### config.mk
export PLATFORM = sky130hd
export DESIGN_NAME = irq_controller
export DESIGN_NICKNAME = d
export VERILOG_FILES = /design/src/rtl/irq_controller_pkg.sv /design/src/rtl/irq_controller_gateway.sv /design/src/rtl/irq_controller.sv
export SDC_FILE = /design/constraint.sdc
export NUM_CORES = 1
export LEC_CHECK = 0
export BUFFER_PORTS_ARGS = -buffer_cell sky130_fd_sc_hd__buf_4
export CORE_MARGIN = 2
export CORE_UTILIZATION = 47
export CTS_CLUSTER_DIAMETER = 30
export DETAILED_ROUTE_END_ITERATION = 10
export PLACE_DENSITY = 0.81
export SETUP_SLACK_MARGIN = 0.3
export SYNTH_ARGS = -nofsm -noshare
export SYNTH_HDL_FRONTEND = slang
export SYNTH_SLANG_ARGS = --single-unit
### constraint.sdc
create_clock -name clock -period 1.65 [get_ports clock]
set_input_delay 0.165 -clock clock [delete_from_list [all_inputs] [get_ports clock]]
set_output_delay 0.165 -clock clock [all_outputs]
set_load 0.01 [all_outputs]
### src/rtl/irq_controller_pkg.sv
// irq_controller_pkg: register indices, FSM encoding and claim-width helper
package irq_controller_pkg;

    localparam logic [2:0] REG_ENABLE  = 3'd0;
    localparam logic [2:0] REG_PENDING = 3'd1;
    localparam logic [2:0] REG_TRIGGER = 3'd2;
    localparam logic [2:0] REG_CLAIM   = 3'd3;
    localparam logic [2:0] REG_STATUS  = 3'd4;

    typedef enum logic [1:0] {
        IDLE       = 2'd0,
        ASSERT     = 2'd1,
        WAIT_CLAIM = 2'd2
    } irq_state_e;

    function automatic int claim_width(input int n);
        return $clog2(n + 1);
    endfunction

endpackage

### src/rtl/irq_controller_gateway.sv
// irq_gateway: per-source previous sample, edge detect and pending set/clear arbitration
module irq_gateway (
    input  logic clock,
    input  logic reset,
    input  logic i_source,
    input  logic i_trigger,
    input  logic i_w1c,
    input  logic i_claim_clear,
    output logic o_pending
);

    logic r_prev;
    logic r_pending;
    logic w_rise;

    assign w_rise    = i_source & ~r_prev;
    assign o_pending = r_pending;

    // level sources follow the line; edge sources latch rises, and a rise beats a clear
    always_ff @(posedge clock or negedge reset) begin
        if (!reset) begin
            r_prev    <= 1'b0;
            r_pending <= 1'b0;
        end else begin
            r_prev    <= i_source;
            r_pending <= !i_trigger ? i_source :
                         w_rise ? 1'b1 :
                         (i_w1c | i_claim_clear) ? 1'b0 : r_pending;
        end
    end

endmodule

### src/rtl/irq_controller.sv
// irq_controller: memory-mapped interrupt aggregator with claim register and irq handshake
module irq_controller
    import irq_controller_pkg::*;
#(
    parameter int NUM_SOURCES = 16
) (
    input  logic                   clock,
    input  logic                   reset,
    input  logic [31:0]            rw_address,
    output logic [31:0]            read_data,
    input  logic                   read_request,
    output logic                   read_response,
    input  logic [31:0]            write_data,
    input  logic [3:0]             write_strobe,
    input  logic                   write_request,
    output logic                   write_response,
    input  logic [NUM_SOURCES-1:0] irq_sources,
    output logic                   irq,
    input  logic                   irq_response
);

    localparam int CW = claim_width(NUM_SOURCES);

    logic [NUM_SOURCES-1:0] r_enable;
    logic [NUM_SOURCES-1:0] r_trigger;
    logic [NUM_SOURCES-1:0] w_pending;
    logic [NUM_SOURCES-1:0] w_active;
    logic [NUM_SOURCES-1:0] w_w1c;
    logic [NUM_SOURCES-1:0] w_claim_clr;
    logic [CW-1:0]          w_claim_id;
    logic [31:0]            w_rdata;
    logic [31:0]            r_read_data;
    logic                   r_read_response;
    logic                   r_write_response;
    logic [2:0]             w_idx;
    logic                   w_aligned;
    logic                   w_wr;
    logic                   w_rd;
    logic                   w_claim_rd;
    logic                   w_any_active;
    logic                   w_unused;
    irq_state_e             r_state;
    irq_state_e             w_next_state;

    assign w_idx          = rw_address[4:2];
    assign w_aligned      = rw_address[1:0] == 2'b00;
    assign w_wr           = write_request & w_aligned & (write_strobe == 4'hF);
    assign w_rd           = read_request & w_aligned;
    assign w_claim_rd     = w_rd & (w_idx == REG_CLAIM);
    assign w_active       = w_pending & r_enable;
    assign w_any_active   = |w_active;
    assign read_data      = r_read_data;
    assign read_response  = r_read_response;
    assign write_response = r_write_response;
    assign w_unused       = ^{rw_address[31:5], write_data};

    for (genvar g = 0; g < NUM_SOURCES; g++) begin : g_src
        assign w_w1c[g]       = w_wr & (w_idx == REG_PENDING) & write_data[g];
        assign w_claim_clr[g] = w_claim_rd & (w_claim_id == CW'(g + 1));
        irq_gateway u_gateway (
            .clock         (clock),
            .reset         (reset),
            .i_source      (irq_sources[g]),
            .i_trigger     (r_trigger[g]),
            .i_w1c         (w_w1c[g]),
            .i_claim_clear (w_claim_clr[g]),
            .o_pending     (w_pending[g])
        );
    end

    // lowest-index active source wins; scanning downward leaves the lowest one last
    always_comb begin
        w_claim_id = '0;
        for (int i = NUM_SOURCES - 1; i >= 0; i--)
            w_claim_id = w_active[i] ? CW'(i + 1) : w_claim_id;
    end

    // register read mux; unmapped indices read as zero
    always_comb begin
        w_rdata = (w_idx == REG_ENABLE)  ? 32'(r_enable)  :
                  (w_idx == REG_PENDING) ? 32'(w_pending) :
                  (w_idx == REG_TRIGGER) ? 32'(r_trigger) :
                  (w_idx == REG_CLAIM)   ? 32'(w_claim_id) :
                  (w_idx == REG_STATUS)  ? {29'd0, r_state, w_any_active} : 32'd0;
    end

    // configuration registers accept only full-word aligned writes
    always_ff @(posedge clock or negedge reset) begin
        if (!reset) begin
            r_enable  <= '0;
            r_trigger <= '0;
        end else begin
            if (w_wr && w_idx == REG_ENABLE)  r_enable  <= write_data[NUM_SOURCES-1:0];
            if (w_wr && w_idx == REG_TRIGGER) r_trigger <= write_data[NUM_SOURCES-1:0];
        end
    end

    // bus responses echo the requests one cycle later; read data holds unless an aligned read
    always_ff @(posedge clock or negedge reset) begin
        if (!reset) begin
            r_read_data      <= '0;
            r_read_response  <= 1'b0;
            r_write_response <= 1'b0;
        end else begin
            r_read_response  <= read_request;
            r_write_response <= write_request;
            if (w_rd) r_read_data <= w_rdata;
        end
    end

    // irq handshake state register
    always_ff @(posedge clock or negedge reset) begin
        if (!reset) r_state <= IDLE;
        else        r_state <= w_next_state;
    end

    // irq handshake transitions; acknowledge takes precedence over a same-cycle drop
    always_comb begin
        w_next_state = IDLE;
        case (r_state)
            IDLE:       w_next_state = w_any_active ? ASSERT : IDLE;
            ASSERT:     w_next_state = irq_response ? WAIT_CLAIM : (w_any_active ? ASSERT : IDLE);
            WAIT_CLAIM: w_next_state = (w_claim_rd || !w_any_active) ? IDLE : WAIT_CLAIM;
            default:    w_next_state = IDLE;
        endcase
    end

    // irq is high exactly while the handshake is in ASSERT
    always_comb begin
        irq = (r_state == ASSERT);
    end

endmodule

==> flow_summary.yaml <==
status:
  status: "finished, violations left"
  violations: "setup timing"
timing:
  skew_ns: 0.0119
  finalSetupTns_ns: -4.12
  maxSlewHeadroom: 0.604
  fin_ws_ns: -0.378
  period_share: 1.23
  fmax_ghz: 0.493
  hold_slack_ns: 0.0441
  hold_viol: 0
  rsz0062_at_grt: "true"
  min_period_ns: 2.03
  setup_viol: 20
  worst_pin_slew_ns: 0.592
  slew_viol_final: 0
global_routing:
  antenna_found_initial: 0
  grt_pass1_vias: 3719
  grt_max_degree: 85
  grt_remaining_overflow: 0
  grtUsageTotal: 0.242
  grt_pass1_wl_um: 18600
min_path:
  hold_end: "r_enable[9]"
  whs_path_depth: 2
  min_from: "write_data[9]"
  min_path_type: "input pin to flip-flop"
routing:
  drtIter0Drc: 407
  via_per_inst: 5.79
  wl_per_cell_um: 18.2
  drtAntennaViolNets: 0
  totalWireLength_um: 11700
  route.detailed.drc: 0
  dr.pass1.iters: 6
  vias: 3738
power_and_ir_drop:
  p_per_area_mw_per_mm2: 806
  leakage_nw: 2.86
  vdd_drop_max_mv: 0.373
  fin_total_pwr_mw: 4.72
synthesis:
  synthArstFlopShare: 1.00
  synth_seq_cells: 84
  ys.flop_type: "dfrtp_1"
  synth.avg_cell_area_um2: 10.9
  synth-edff-count: 0
  yosysSeqAreaShare: 0.496
  yosysWarnings: 0
  syn_area_mm2: 0.00424
  syn_inst: 390
  ys_types: 51
floorplanning:
  core_area_mm2: 0.00872
  die_x_um: 99.0
  die_area_mm2: 0.00980
  initial_core_util: 0.486
  num_io_pins: 124
  placementRows: 34
  die-height_um: 99.0
setup_path:
  required_ns: 1.90
  cp.arrival_ns: 2.28
  worst_path_max_delay_cell: "dfrtp_1"
  r2r_cells: 6
  slowest_delay_ns: 0.42
  path_cells: "a22o_1 > a211oi_2 > o211ai_1 > o31ai_4 > nand3b_1 > a22o_1"
  start_kind: "flip-flop"
  setup.worst_path.class: "flip-flop to flip-flop"
  cp_max_fo: 4
  cpMostUsedCell: "a22o_1"
  end_kind: "flip-flop"
  worstReg2RegStart: "r_enable[13]"
  worstReg2RegEnd: "g_src[0].u_gateway.o_pending"
  ff2ff_setup_slack_ns: -0.38
cts:
  clk_pin_slew_worst_paths_ns: 0.09
  cts_max_level: 3
  cts_root_buf: "clkbuf_8"
  clock_sinks: 84
  clockBufferDepth: 2
  cts_tree: "yes"
  cts_buffers: 9
  insertion_delay_ns: 0.36
placement:
  io_buffers: 64
  hpwlAfterDp_um: 8050
  pre_cts_ws_ns: -0.194
  globalplace.congestion: 0.981
final_layout:
  area_growth_syn_to_layout_pct: 38.2
  final_nets: 622
  final_core_util: 0.672
  n_antenna_cell: 0
  layout-drive-gt1-share: 0.411
  multi_input_area_mm2: 0.00216
  regArea_mm2: 0.00210
  nFillCells: 601
run:
  cap_violations: 0
==> stage by stage <==
step	std cells	instance area, um^2
final	646	5860
after global routing	646	5860
after CTS	641	5750
after detailed placement	601	5170
after global placement	601	5170
after floorplan	405	4350
==> worst max-delay path, delay by kind of cell, from the launching register on <==
| kind | cells | cell delay [ns] |
|---|---|---|
| flip-flops | 1 | 0.42 |
| AND/OR/NAND/NOR | 1 | 0.13 |
| AO/OA/AOI/OAI | 5 | 1.37 |
==> cell usage after synthesis, drive strengths merged (2+ instances only) <==
library cell	number	area, um^2
a211oi	3	22.5
a21o	6	45.0
a21oi	13	65.1
a221oi	5	43.8
a22o	20	175
a22oi	5	37.5
a31oi	8	50.1
a32oi	5	43.8
and3	5	36.3
buf	23	195
clkbuf	7	26.3
dfrtp	84	2100
inv	7	26.3
mux2	34	458
mux2i	11	110
nand2	74	278
nand2b	2	12.5
nand3	6	30.0
nand3b	2	15.0
nand4	3	33.8
nor2	13	58.8
nor2b	5	31.3
nor3	2	10.0
o211ai	2	15.0
o21ai	26	130
o22ai	2	12.5
or4	2	15.0
==> state kept, by name (all words and copies together), names as in the netlist <==
name                       cells
g_src.u_gateway.o_pending     16
r_trigger                     16
g_src.u_gateway.r_prev        16
r_state                        2
write_response                 1
r_enable                      16
read_data                     16
read_response                  1
==> routing by layer <==
metal / GRT usage / part of all wire / vias up / wire (um)
li1: - / - / 1672 / -
met1: 0.328 / 0.42 / 1852 / 4930
met2: 0.378 / 0.48 / 173 / 5690
met3: 0.0511 / 0.069 / 41 / 805
met4: 0.105 / 0.027 / 0 / 314
met5: 0 / 0 / - / 0
==> logic make-up after synthesis <==
family,Yosys count,synth area share
muxes,45,0.134
buffers and inverters,37,0.0584
AOI/OAI and AO/OA,103,0.173
DFF,84,0.496
and+or+nand+nor,120,0.138
other,1,0.000884
==> power by group <==
group | total (mW) | switching (mW) | internal, mW
clock network | 1.71 | 0.733 | 0.978
registers | 2.24 | 0.0786 | 2.16
logic | 0.775 | 0.378 | 0.397
total | 4.72 | 1.19 | 3.53
==> what timing repair did <==
| item | 4_1_cts | 5_1_grt |
|---|---|---|
| buffers inserted | 4 | 5 |
| hold buffers | 20 | 0 |
| pin swaps | 8 | 7 |
| setup endpoints to repair | 23 | 35 |
| gates resized for setup | 22 | 20 |
| endpoints found under the hold margin | 104 | 0 |
| gates cloned | 0 | 0 |
==> layout make-up <==
| class | instances | share of cell area |
|---|---|---|
| Clock inverter | 3 | 0.0115 |
| Clock buffer | 13 | 0.0288 |
| Tap cell | 108 | 0.0231 |
| Inverter | 7 | 0.00448 |
| Multi-Input combinational cell | 284 | 0.369 |
| Timing Repair Buffer | 147 | 0.204 |
| Sequential cell | 84 | 0.359 |
==> cell usage in the layout (no fill, tap or decap), types with 3 or more instances in the layout <==
cell type / instances
dlygate4sd3_1: 20
nor2b_2: 3
buf_4: 120
buf_6: 5
a21o_1: 6
a32oi_1: 4
a22oi_2: 4
clkbuf_8: 12
a31oi_1: 6
o21ai_0: 19
mux2_2: 14
nor2_1: 7
a221oi_2: 3
o21ai_1: 7
nor2_4: 4
conb_1: 16
a21oi_1: 11
inv_1: 7
nand3_1: 4
dfrtp_1: 83
nand2_1: 72
a211oi_2: 3
mux2i_1: 11
mux2_4: 20
a22o_1: 20
and3_4: 4
==> worst max path at each step <==
stage,from,to,slack [ns],cells past startpoint
CTS,r_enable[10],g_src[0].u_gateway.o_pending,-0.19,6
detailed placement,r_enable[10],g_src[9].u_gateway.o_pending,-0.19,6
floorplan,r_enable[13],g_src[0].u_gateway.o_pending,0.01,6
finish,r_enable[13],g_src[0].u_gateway.o_pending,-0.38,6
global route,r_enable[13],g_src[12].u_gateway.o_pending,-0.40,6
global placement,r_enable[13],g_src[4].u_gateway.o_pending,-0.17,6
Power figures use the tool's default switching activity.
